[config.mk]
export PLATFORM = sky130hd
export DESIGN_NAME = ecc_decode_sequencer
export DESIGN_NICKNAME = d
export VERILOG_FILES = /design/src/rtl/ecc_decode_sequencer.sv
export SDC_FILE = /design/constraint.sdc
export NUM_CORES = 1
export LEC_CHECK = 0
export BUFFER_PORTS_ARGS = -buffer_cell sky130_fd_sc_hd__buf_2
export CAP_MARGIN = 20
export CORE_MARGIN = 10
export CORE_UTILIZATION = 60
export DETAILED_ROUTE_END_ITERATION = 10
export PLACE_DENSITY = 0.94
export RECOVER_POWER = 25
export SYNTH_ARGS = -nofsm -noshare
export SYNTH_HDL_FRONTEND = slang
export SYNTH_SLANG_ARGS = --single-unit
[constraint.sdc]
create_clock -name clk -period 6.9 [get_ports clk]
set_input_delay 0.69 -clock clk [delete_from_list [all_inputs] [get_ports clk]]
set_output_delay 0.69 -clock clk [all_outputs]
set_load 0.01 [all_outputs]
[src/rtl/ecc_decode_sequencer.sv]
// SECDED (Hamming 16,11) decode sequencer: walks NUM_WORDS encoded words in shared data memory,
// corrects single-bit errors, flags double-bit errors and writes the results back.
module ecc_decode_sequencer #(
    parameter int unsigned AW        = 8,
    parameter int unsigned SRC_BASE  = 30,
    parameter int unsigned DST_BASE  = 0,
    parameter int unsigned NUM_WORDS = 15
) (
    input  logic          clk,
    input  logic          reset,
    input  logic          start,
    output logic          done,
    output logic          busy,
    input  logic          core_req,
    output logic          core_gnt,
    output logic [AW-1:0] mem_addr,
    output logic          mem_wr_en,
    output logic [7:0]    mem_wr_data,
    input  logic [7:0]    mem_rd_data
);

    localparam int unsigned IdxW = (AW > 1) ? AW - 1 : 1;
    localparam logic [AW-1:0]   SrcBase = AW'(SRC_BASE);
    localparam logic [AW-1:0]   DstBase = AW'(DST_BASE);
    localparam logic [IdxW-1:0] IdxLast = IdxW'(NUM_WORDS - 1);

    typedef enum logic [2:0] {
        StIdle,
        StRlo,
        StRhi,
        StCap,
        StWlo,
        StWhi,
        StDone
    } state_e;

    state_e          state_q, state_d;
    logic [IdxW-1:0] idx_q, idx_d;
    logic [7:0]      lo_q, lo_d;
    logic [15:0]     res_q, res_d;
    logic [AW-1:0]   mem_addr_q, mem_addr_d;
    logic            mem_wr_en_q, mem_wr_en_d;
    logic [7:0]      mem_wr_data_q, mem_wr_data_d;
    logic [AW-1:0]   word_off;

    // Result layout: {double, single, 3'b000, data[11:1]}.
    function automatic logic [15:0] decode_word(input logic [15:0] w);
        logic [3:0]  syn;
        logic [15:0] c;
        logic        single;
        logic        double;
        syn = 4'd0;
        for (int i = 1; i < 16; i++) begin
            if (w[i]) syn = syn ^ 4'(i);
        end
        c      = w;
        single = ^w;
        double = ~single & (syn != 4'd0);
        if (single) c[syn] = ~c[syn];
        return {double, single, 3'b000, c[15:9], c[7:5], c[3]};
    endfunction

    always_comb begin
        state_d       = state_q;
        idx_d         = idx_q;
        lo_d          = lo_q;
        res_d         = res_q;
        mem_addr_d    = '0;
        mem_wr_en_d   = 1'b0;
        mem_wr_data_d = 8'h00;

        unique case (state_q)
            StIdle, StDone: begin
                if (start) begin
                    state_d = StRlo;
                    idx_d   = '0;
                end
            end
            StRlo: state_d = StRhi;
            StRhi: begin
                lo_d    = mem_rd_data;
                state_d = StCap;
            end
            StCap: begin
                res_d   = decode_word({mem_rd_data, lo_q});
                state_d = StWlo;
            end
            StWlo: state_d = StWhi;
            StWhi: begin
                if (idx_q == IdxLast) begin
                    state_d = StDone;
                end else begin
                    idx_d   = idx_q + 1'b1;
                    state_d = StRlo;
                end
            end
            default: state_d = StIdle;
        endcase

        // Memory outputs are registered, so they are decoded from the upcoming state.
        word_off = AW'({idx_d, 1'b0});
        unique case (state_d)
            StRlo: mem_addr_d = SrcBase + word_off;
            StRhi: mem_addr_d = SrcBase + word_off + AW'(1);
            StWlo: begin
                mem_addr_d    = DstBase + word_off;
                mem_wr_en_d   = 1'b1;
                mem_wr_data_d = res_d[7:0];
            end
            StWhi: begin
                mem_addr_d    = DstBase + word_off + AW'(1);
                mem_wr_en_d   = 1'b1;
                mem_wr_data_d = res_d[15:8];
            end
            default: ;
        endcase
    end

    always_ff @(posedge clk or negedge reset) begin
        if (!reset) begin
            state_q       <= StIdle;
            idx_q         <= '0;
            lo_q          <= 8'h00;
            res_q         <= 16'h0000;
            mem_addr_q    <= '0;
            mem_wr_en_q   <= 1'b0;
            mem_wr_data_q <= 8'h00;
        end else begin
            state_q       <= state_d;
            idx_q         <= idx_d;
            lo_q          <= lo_d;
            res_q         <= res_d;
            mem_addr_q    <= mem_addr_d;
            mem_wr_en_q   <= mem_wr_en_d;
            mem_wr_data_q <= mem_wr_data_d;
        end
    end

    assign done        = (state_q == StDone);
    assign busy        = (state_q != StIdle) && (state_q != StDone);
    assign core_gnt    = core_req & ~busy;
    assign mem_addr    = mem_addr_q;
    assign mem_wr_en   = mem_wr_en_q;
    assign mem_wr_data = mem_wr_data_q;

endmodule

; Word-level counts from Yosys, hierarchy flattened
; Cells that the tools add are included.
[word_totals]
ff_bits = 51
inputBits = 12
out_inout_bits = 20
wordCells = 98
[classes]
add_sub_neg = 4
n_lt_le_gt_ge = 2
n_eq_ne = 12
mux = 46
bitwise = 19
reduce_logical = 8
[ops]
columns = operator, count
row1 = two-way mux 4 bit, 23
row2 = two-way mux 16 bit, 2
row3 = case mux 8 bit (4 select lines), 1
row4 = two-way mux 3 bit, 6
row5 = case mux 3 bit (6 select lines), 1
row6 = adder 8 x 1 -> 8 bit (second input constant), 2
row7 = bitwise mux 16 bit, 1
row8 = case mux 8 bit (2 select lines), 1
row9 = XOR reduction 16 bit, 1
row10 = == test 3 bit (second input constant), 5
row11 = two-way mux 7 bit, 2
row12 = case mux 7 bit (2 select lines), 1
row13 = inverter 2 bit, 6
row14 = inverter 3 bit, 4
row15 = == test 3 x 2 -> 1 bit (second input constant), 3
row16 = adder 5 x 8 -> 8 bit (first input constant), 1
row17 = adder 7 x 1 -> 7 bit (second input constant), 1
row18 = == test 7 x 4 -> 1 bit (second input constant), 1
row19 = == test 3 x 1 -> 1 bit (second input constant), 2
row20 = inverter 1 bit, 6
row21 = less-than comparator 4 x 5 -> 1 bit (second input constant), 1
row22 = binary-select mux 1 bit (select 4 bit), 1
row23 = demux 1 bit (select 4 bit), 1
row24 = greater-or-equal comparator 4 x 1 -> 1 bit (second input constant), 1
row25 = 10 further kinds, 17

; Longest topological paths before layout
; Gate-level depths: netlist of run 1.
[depth]
ltp_word = 52
depth_mapped = 11
mapped_depth_nobuf = 11

; Least setup slack after synthesis of run 1
; OpenSTA, ideal clock, no wires.
[synth_path]
kind = input to register
startpoint = input start
endpoint = register mem_addr_q[7] (netlist: mem_addr[7])
arrival_time_ns = 2.784
slack_ns = 3.994
path_stages = 9
n_path_buf = 0
cell_sequence = or3b_1 o221a_4 a211o_1 inv_1 ha_1 inv_1 or3_4 a31o_1 a32o_1
[synth_between]
elab_chain_cells = 5
[synth_lines]
columns = item, line
row1 = from (decl), 11  ; input logic start,
row2 = two-way mux 7 bit *, 74  ; if (start) begin
row3 = case mux 7 bit (2 select lines) *, 72  ; unique case (state_q)
row4 = named net idx_d[0], 38  ; logic [IdxW-1:0] idx_q, idx_d;
row5 = adder 5 x 8 -> 8 bit, "103, 104"
row6 = adder 8 x 1 -> 8 bit, 104  ; StRhi: mem_addr_d = SrcBase + word_off + AW'(1);
row7 = case mux 8 bit (4 select lines) *, 102  ; unique case (state_d)
row8 = named net mem_addr_d[7], 41  ; logic [AW-1:0] mem_addr_q, mem_addr_d;
row9 = to (signal assigned), 133  ; mem_addr_q <= mem_addr_d;
row10 = to (decl), 41
; Mark *: on every way through the listed nets, which the timed path passes. The rest lies on a longest branch.
; A chain may end at the register's enable or synchronous reset.

; Worst setup path after layout of run 1
[layout_path]
startpoint = register state_q[0]
endpoint = register mem_addr_q[7] (netlist: mem_addr[7])
[layout_between]
elab_chain_cells = 6
[layout_lines]
columns = item, line
row1 = from (decl), 37  ; state_e state_q, state_d;
row2 = from (signal assigned), 121  ; state_q <= StIdle;
row3 = from (signal assigned), 129  ; state_q <= state_d;
row4 = == test 3 bit or zero test 3 bit (tied branches), 72
row5 = OR reduction 2 bit, 72
row6 = case mux 7 bit (2 select lines) *, 72
row7 = named net idx_d[0], 38
row8 = adder 5 x 8 -> 8 bit, "103, 104"
row9 = adder 8 x 1 -> 8 bit, 104
row10 = case mux 8 bit (4 select lines) *, 102
row11 = named net mem_addr_d[7], 41
; Marks and branches as above.

==> flow_summary.yaml, run 1 <==
sta:
  fmax_ghz: 0.3352
  grt_setup_unrepaired: "no"
  finalCritPeriodShare: 0.4324
  finalHoldViolCount: 0
  whs_ps: 490.3
  fin_worst_skew_ps: 7.203
  timing.slew.headroom: -0.4811
  final-setup-viol-count: 0
  final-max-slew-violation-count: 44
  setup-tns-final_ps: 0
  tightest_slew_ps: 2222
  final_period_minus_worst_setup_slack_ps: 2983
final_layout:
  areaGrowthSynthToFinish_pct: 9.119
  final_layout_size_suffix_gt1_frac: 0.1897
  num-nets-final: 325
  antenna_cells: 0
  most-common-layout-cells: "sky130_fd_sc_hd__dfrtp_1 (43), sky130_fd_sc_hd__buf_2 (30), sky130_fd_sc_hd__nand2_1 (28)"
  final_common_cell: "sky130_fd_sc_hd__dfrtp_1"
synthesis:
  synthesized_area_fraction_occupied_by_ao_oa_aoi_and_oai_cells: 0.1896
  synth_largest_area_cell: "sky130_fd_sc_hd__dfrtp_1"
  synth_top_cell_area_share: 0.3863
  yosys.area_share.simple: 0.1734
  netlist_instances: 284
  dominantRegCellSynth: "sky130_fd_sc_hd__dfrtp_1"
  seq_area_frac_synth: 0.3863
  synth.ff_latch_count: 43
  synth_top_cells_by_area: "sky130_fd_sc_hd__dfrtp_1 (39%), sky130_fd_sc_hd__xnor2_1 (7.9%), sky130_fd_sc_hd__nand2_1 (3.8%)"
  post_synth_mux_area_share: 0.06199
  synthArstFlopShare: 1.000
  main_combinational_cell_family_by_area_after_synthesis: "compound AO/OA/AOI/OAI gates"
  netlist_area_mm2: 0.002785
  synth-adder-area-share: 0.01707
  synth-edff-count: 0
  yosysWarningCount: 0
  synthesis.nets: 299
  synth_xor_xnor_area_share: 0.1442
  synth.lib_cells_used.distinct: 61
  mean_instance_size_in_the_synthesized_netlist_um2: 9.807
critical_path:
  start_kind: "register"
  worstReg2RegStart: "state_q[0]$_DFF_PN0_"
  worst-setup-path-type: "register to register"
  timing.critical_path.fanout_max: 16
  crit_path_end_kind: "register"
  critical_path.most_common_cell: "sky130_fd_sc_hd__inv_1"
  cp.arrival_ps: 3170
  r2r_end: "mem_addr[7]$_DFF_PN0_"
  worstPathRequired_ps: 7080
  timing.critical_path.cells: "or3b_1, o221a_4, a211o_1, inv_1, ha_1, inv_1, or3_4, a31o_1, a32o_1"
  crit_slowest_cell: "sky130_fd_sc_hd__dfrtp_1"
  ff2ff_path_depth: 9
  regToRegSetupSlack_ps: 3920
  critPathMaxStageDelay_ps: 540
hold_path:
  timing.hold.worst.class: "register to register"
  min-delay-start: "res_q[13]$_DFF_PN0_"
  timing.hold.worst_path_depth: 1
  timing.hold.worst_endpoint: "res_q[13]$_DFF_PN0_"
power:
  seq_power_share: 0.441
  p_int_mw: 0.4165
  vdd_drop_max_mv: 0.1463
  share_comb_of_total_power: 0.313
  clock_power_share: 0.246
  swShare: 0.3390
  power_density_mw_per_mm2: 207.3
  switching_power_mw: 0.2136
  total_leakage_power_nw: 1.202
floorplan:
  coreArea_mm2: 0.004414
  std_cell_rows: 24
  y_dimension_of_the_die_um: 88.13
  ios: 32
  initial_cell_density_of_the_core: 0.6310
  floorplan.die_area_mm2: 0.007767
  die_w_um: 88.13
routing:
  vias: 2237
  drt_pre_antenna_iters: 5
  wl_per_cell_um: 16.54
  remaining_drc_errors: 0
  detail_route.vias_per_cell: 6.163
  drt_iter0_markers: 280
  routed_wl_um: 6004
  drt.antenna.violating_nets: 0
clock_tree:
  clk_transition_reported_paths_ps: 80
  root_buffer_master: "sky130_fd_sc_hd__clkbuf_8"
  clk_lat_worst_skew_ps: 300
  htreeDepth: 2
  post_cts.repair.setup_buffers: 0
  cts-resized-gates: 0
  maximum_clock_insertion_buffer_count: 2
  cts-hold-fix-buffers: 0
  clock_sink_count: 43
  tritoncts_clock_tree: "done"
  number_of_buffers_inserted_during_clock_tree_synthesis: 5
status:
  failed_checks: "capacitance limit, slew limit"
  outcome: "complete, but fails checks"
placed_design:
  place.port_buffers: 31
  rd_place_congestion: 0.9795
  dp.final_hpwl_um: 4620
global_routing:
  globalRouteOverflowTotal: 0
  grt_first_pass_wirelength_um: 9887
  grt_start_max_net_pins: 44
  grt_pass1_vias: 2106
  gr-usage-all-layers: 0.1563
  grt_antenna_before_repair: 0
flow_run:
  drv.max_cap_violation_count: 1
==> cell type report <==
cell class                 count  area (µm²)
multi-input combinational    222        1633
fill                         340        1375
sequential                    43        1076
timing repair buffer          31       153.9
clock buffer                   6       72.57
tap                           52       65.06
inverter                       7       26.28
clock inverter                 2       12.51
==> per-stage QoR <==
step | power (mW) | cells | setup slack (ps) | cell area, µm² | util
3_3_place_gp | 0.4703 | 355 | 3831 | 2955 | 0.6695
5_1_grt | 0.6631 | 363 | 3823 | 3039 | 0.6885
3_5_place_dp | 0.4792 | 355 | 3750 | 2955 | 0.6695
4_1_cts | 0.6330 | 363 | 3947 | 3040 | 0.6888
6_report | 0.6301 | 363 | 3917 | 3039 | 0.6885
2_1_floorplan | 0.4312 | 284 | 3994 | 2785 | -
==> power by group through the flow <==
stage	combinational [mW]	sequential, mW	clock, mW
2_1_floorplan	0.149	0.283	0
3_3_place_gp	0.189	0.281	0
3_5_place_dp	0.196	0.283	0
4_1_cts	0.197	0.278	0.158
5_1_grt	0.215	0.279	0.168
6_report	0.197	0.278	0.155
==> synth_stat cells, types with 4 or more instances <==
cell type,n
sky130_fd_sc_hd__a21oi_1,8
sky130_fd_sc_hd__and2_1,7
sky130_fd_sc_hd__clkbuf_1,8
sky130_fd_sc_hd__dfrtp_1,43
sky130_fd_sc_hd__inv_1,7
sky130_fd_sc_hd__mux2_2,9
sky130_fd_sc_hd__mux2i_1,6
sky130_fd_sc_hd__nand2_1,28
sky130_fd_sc_hd__nand2b_1,4
sky130_fd_sc_hd__nand3_1,11
sky130_fd_sc_hd__nor2_1,12
sky130_fd_sc_hd__nor3_1,10
sky130_fd_sc_hd__o2111ai_1,4
sky130_fd_sc_hd__o211ai_1,12
sky130_fd_sc_hd__o21ai_0,13
sky130_fd_sc_hd__o21ai_1,4
sky130_fd_sc_hd__o311ai_1,4
sky130_fd_sc_hd__or3_1,7
sky130_fd_sc_hd__xnor2_1,25
sky130_fd_sc_hd__xor2_1,5
==> worst max-delay path by stage <==
stage                     slack [ps]                 start                    end
after floorplan                 3990                 start  mem_addr[7]$_DFF_PN0_
after global placement          3830                 start  mem_addr[7]$_DFF_PN0_
after detailed placement        3750                 start  mem_addr[7]$_DFF_PN0_
after CTS                       3950  state_q[0]$_DFF_PN0_  mem_addr[7]$_DFF_PN0_
after global routing            3820  state_q[0]$_DFF_PN0_  mem_addr[7]$_DFF_PN0_
final                           3920  state_q[0]$_DFF_PN0_  mem_addr[7]$_DFF_PN0_
==> kinds of logic (layout without fill, tap and decap cells) <==
logic type | count (synthesis) | count (layout)
compound gates | 71 | 71
xor+xnor | 37 | 37
fa+ha+maj | 4 | 4
buf+inv | 19 | 46
flops | 43 | 43
mux | 16 | 16
simple gates | 94 | 94
==> sequential cells by signal, summed over array words and instances, names as in the netlist <==
| signal | flops |
|---|---|
| state_q | 3 |
| res_q | 8 |
| mem_addr | 8 |
| mem_wr_data | 8 |
| lo_q | 8 |
| idx_q | 7 |
| mem_wr_en | 1 |
==> per-layer routing <==
layer,GRT usage,up-vias,part of all wire
li1,-,1096,-
met1,0.2043,1046,0.46
met2,0.2447,82,0.44
met3,0.04178,13,0.076
met4,0.05278,0,0.020
met5,0,-,0
==> critical path, delay by kind of cell (launching register included) <==
| kind | cells | cell delay [ps] |
|---|---|---|
| AOI/OAI and AO/OA | 4 | 1120 |
| adders and majority gates | 1 | 180 |
| buffers and inverters | 2 | 170 |
| DFF | 1 | 540 |
| and+or+nand+nor | 2 | 870 |
No activity file was read; power rests on OpenSTA's default activity.
==> run 2, diff against run 1 <==
- ABC_AREA: unset -> 1
- CORE_UTILIZATION: 60 -> 58
- PLACE_DENSITY: 0.94 -> 0.91
- clock period: 6.9 -> 2.83 ns (I/O delays scaled with it)
==> run 2 against run 1 <==
Effect of this change: the run still ends with capacitance limit, slew limit left; utilization shrank 1.2 points; clock power grew to 2.7 times the previous value; hold slack worse by 210 ps; synthesized area is 2.8% lower; sequential power grew to 3.5 times the previous value; worst setup slack lost 3700 ps; maximum frequency increased by 13%; register-to-register slack got worse by 3700 ps; global-route usage rose by 1.6 points; routed wire length grew 9.2%; critical endpoint unchanged.
==> flow_summary.yaml, run 2 <==
status:
  outcome: "complete, but fails checks"
  failed_checks: "capacitance limit, slew limit"
synthesis:
  synth-edff-count: 0
  netlist_instances: 370
  synthArstFlopShare: 1.000
  seq_area_frac_synth: 0.3976
  mean_instance_size_in_the_synthesized_netlist_um2: 7.314
  synth.lib_cells_used.distinct: 33
  dominantRegCellSynth: "sky130_fd_sc_hd__dfrtp_1"
  synth_commonest_cells: "sky130_fd_sc_hd__nand2_1 (114), sky130_fd_sc_hd__inv_1 (51), sky130_fd_sc_hd__dfrtp_1 (43)"
  synth_top_cell_area_share: 0.3976
  synth_largest_area_cell: "sky130_fd_sc_hd__dfrtp_1"
  post-synth-top-count-cell: "sky130_fd_sc_hd__nand2_1"
  netlist_area_mm2: 0.002706
  synth_top_cells_by_area: "sky130_fd_sc_hd__dfrtp_1 (40%), sky130_fd_sc_hd__nand2_1 (16%), sky130_fd_sc_hd__inv_1 (7.1%)"
  synth.ff_latch_count: 43
  yosysWarningCount: 0
  synthesis.nets: 385
placed_design:
  place.port_buffers: 31
  dp.final_hpwl_um: 4846
  dpl-instance-area_mm2: 0.002913
  place_worst_setup_slack_ps: 196.7
  rd_place_congestion: 0.9812
final_layout:
  final_common_cell: "sky130_fd_sc_hd__nand2_1"
  fill_cells: 370
  num-nets-final: 420
  most-common-layout-cells: "sky130_fd_sc_hd__nand2_1 (114), sky130_fd_sc_hd__inv_1 (51), sky130_fd_sc_hd__dfrtp_1 (43)"
  antenna_cells: 0
  postLayoutCoreUtil: 0.6768
  areaGrowthSynthToFinish_pct: 11.14
  final_layout_size_suffix_gt1_frac: 0.1749
  finish.instance_area_mm2: 0.003008
clock_tree:
  clk_lat_worst_skew_ps: 310
  cts-hold-fix-buffers: 0
  clk_transition_reported_paths_ps: 90
  tritoncts_clock_tree: "done"
  post_cts.repair.setup_buffers: 0
  root_buffer_master: "sky130_fd_sc_hd__clkbuf_8"
  number_of_buffers_inserted_during_clock_tree_synthesis: 5
  htreeDepth: 2
  maximum_clock_insertion_buffer_count: 2
  clock_sink_count: 43
sta:
  fin_worst_skew_ps: 12.01
  fmax_ghz: 0.3801
  tightest_slew_ps: 2273
  final-max-slew-violation-count: 44
  finalHoldViolCount: 0
  finalCritPeriodShare: 0.9297
  final_period_minus_worst_setup_slack_ps: 2631
  timing.slew.headroom: -0.5152
  setup-tns-final_ps: 0
  grt_setup_unrepaired: "no"
  final-setup-viol-count: 0
  post-route-worst-setup-slack_ps: 198.9
flow_run:
  drv.max_cap_violation_count: 1
critical_path:
  start_kind: "register"
  worstReg2RegStart: "state_q[1]$_DFF_PN0_"
  r2r_end: "mem_addr[7]$_DFF_PN0_"
  timing.critical_path.fanout_max: 5
  worstPathRequired_ps: 3060
  worst-setup-path-type: "register to register"
  ff2ff_path_depth: 13
  critPathLaunch: "state_q[1]$_DFF_PN0_"
  crit_path_end_kind: "register"
  cp.arrival_ps: 2860
  regToRegSetupSlack_ps: 200
hold_path:
  timing.hold.worst.class: "input pin to register"
  min-delay-start: "start"
  timing.hold.worst_path_depth: 3
  timing.hold.worst_endpoint: "state_q[0]$_DFF_PN0_"
floorplan:
  initial_cell_density_of_the_core: 0.6090
  die_w_um: 88.31
  y_dimension_of_the_die_um: 88.31
  ios: 32
  std_cell_rows: 24
  floorplan.die_area_mm2: 0.007799
  coreArea_mm2: 0.004444
power:
  seq_power_share: 0.239
  p_int_mw: 1.907
  switching_power_mw: 2.145
  swShare: 0.5294
  clock_power_share: 0.103
  power_density_mw_per_mm2: 1347
  vdd_drop_max_mv: 0.7513
  total_leakage_power_nw: 1.688
  share_comb_of_total_power: 0.658
global_routing:
  globalRouteOverflowTotal: 0
  gr-usage-all-layers: 0.1724
  grt_pass1_vias: 2420
  grt_start_max_net_pins: 44
  grt_antenna_before_repair: 0
  grt_first_pass_wirelength_um: 10940
routing:
  drt_iter0_markers: 282
  remaining_drc_errors: 0
  detail_route.vias_per_cell: 5.611
  wl_per_cell_um: 14.32
  routed_wl_um: 6558
  drt.antenna.violating_nets: 0
  drt_pre_antenna_iters: 5
  vias: 2570
==> run 2: changes by cell type after synthesis, sizes merged, moves of 6 or more <==
cell and delta:
inv +49, or3 -8, nand3 +17, nand2 +102
mux2 -10, xnor2 -19, and2 -7, xor2 +9
mux2i -6, nor2 +12, clkbuf -7, o211ai -12
nand4 +6
==> run 2: worst max-delay path, stage by stage (launching register included) <==
cell and delay, ps:
sky130_fd_sc_hd__dfrtp_1 440, sky130_fd_sc_hd__inv_1 170, sky130_fd_sc_hd__nand3_1 150, sky130_fd_sc_hd__inv_1 170
sky130_fd_sc_hd__nand4_1 230, sky130_fd_sc_hd__inv_1 150, sky130_fd_sc_hd__nor2_1 90, sky130_fd_sc_hd__o21bai_2 240
sky130_fd_sc_hd__inv_1 80, sky130_fd_sc_hd__ha_1 250, sky130_fd_sc_hd__a21oi_1 200, sky130_fd_sc_hd__nand2_1 90
sky130_fd_sc_hd__xor2_1 150, sky130_fd_sc_hd__o21ai_1 150
==> run 2: routing by layer <==
layer  routed length, µm  vias up  track usage
li1                    -     1233            -
met1                2834     1181       0.2278
met2                2962      132       0.2726
met3                 587       24      0.04228
met4                 173        0      0.05140
met5                   0        -            0
==> run 2: through the flow <==
step | power (mW) | hold slack [ps] | instances
after floorplan | 3.055 | -12.59 | 370
after global placement | 3.479 | 462.7 | 450
after detailed placement | 3.567 | 473.2 | 450
after CTS | 4.007 | 151.6 | 458
after global routing | 4.408 | 312.2 | 458
final | 4.053 | 284.2 | 458
==> run 2: worst max path at each step <==
stage               cells past startpoint  slack [ps]                    end
finish                                 13         200  mem_addr[7]$_DFF_PN0_
global route                           13           5  mem_addr[7]$_DFF_PN0_
CTS                                    13         160  mem_addr[7]$_DFF_PN0_
detailed placement                     13         200  mem_addr[7]$_DFF_PN0_
floorplan                              13         670  mem_addr[7]$_DFF_PN0_
global placement                       13         370  mem_addr[7]$_DFF_PN0_
==> run 2: kinds of logic (layout without fill, tap and decap cells) <==
kind of cell / count (synthesis) / count (layout) / share of synthesized area
AND/OR/NAND/NOR: 199 / 199 / 0.3190
XOR/XNOR: 25 / 25 / 0.09617
adder cells (fa/ha/maj): 3 / 3 / 0.01387
buffers and inverters: 61 / 97 / 0.08830
flip-flops: 43 / 43 / 0.3976
AO/OA/AOI/OAI: 39 / 39 / 0.08507
==> run 2: cell type report <==
type,instances,area (µm²),area share
timing repair buffer,33,168.9,0.05616
inverter,56,210.2,0.06988
tap,52,65.06,0.02163
multi-input combinational,266,1395,0.4638
clock buffer,5,68.82,0.02288
sequential,43,1076,0.3577
clock inverter,3,23.77,0.007904
==> run 2: timing repair <==
item                                   4_1_cts  5_1_grt
endpoints found under the hold margin        0        0
resized for setup                            0        1
setup endpoints to repair                    0        1
==> run 2: power groups by stage <==
stage	combinational (mW)	clock, mW	sequential (mW)
detailed placement	2.59	0	0.975
floorplan	2.07	0	0.986
global route	2.97	0.443	0.995
finish	2.67	0.417	0.969
global placement	2.51	0	0.964
CTS	2.62	0.426	0.965
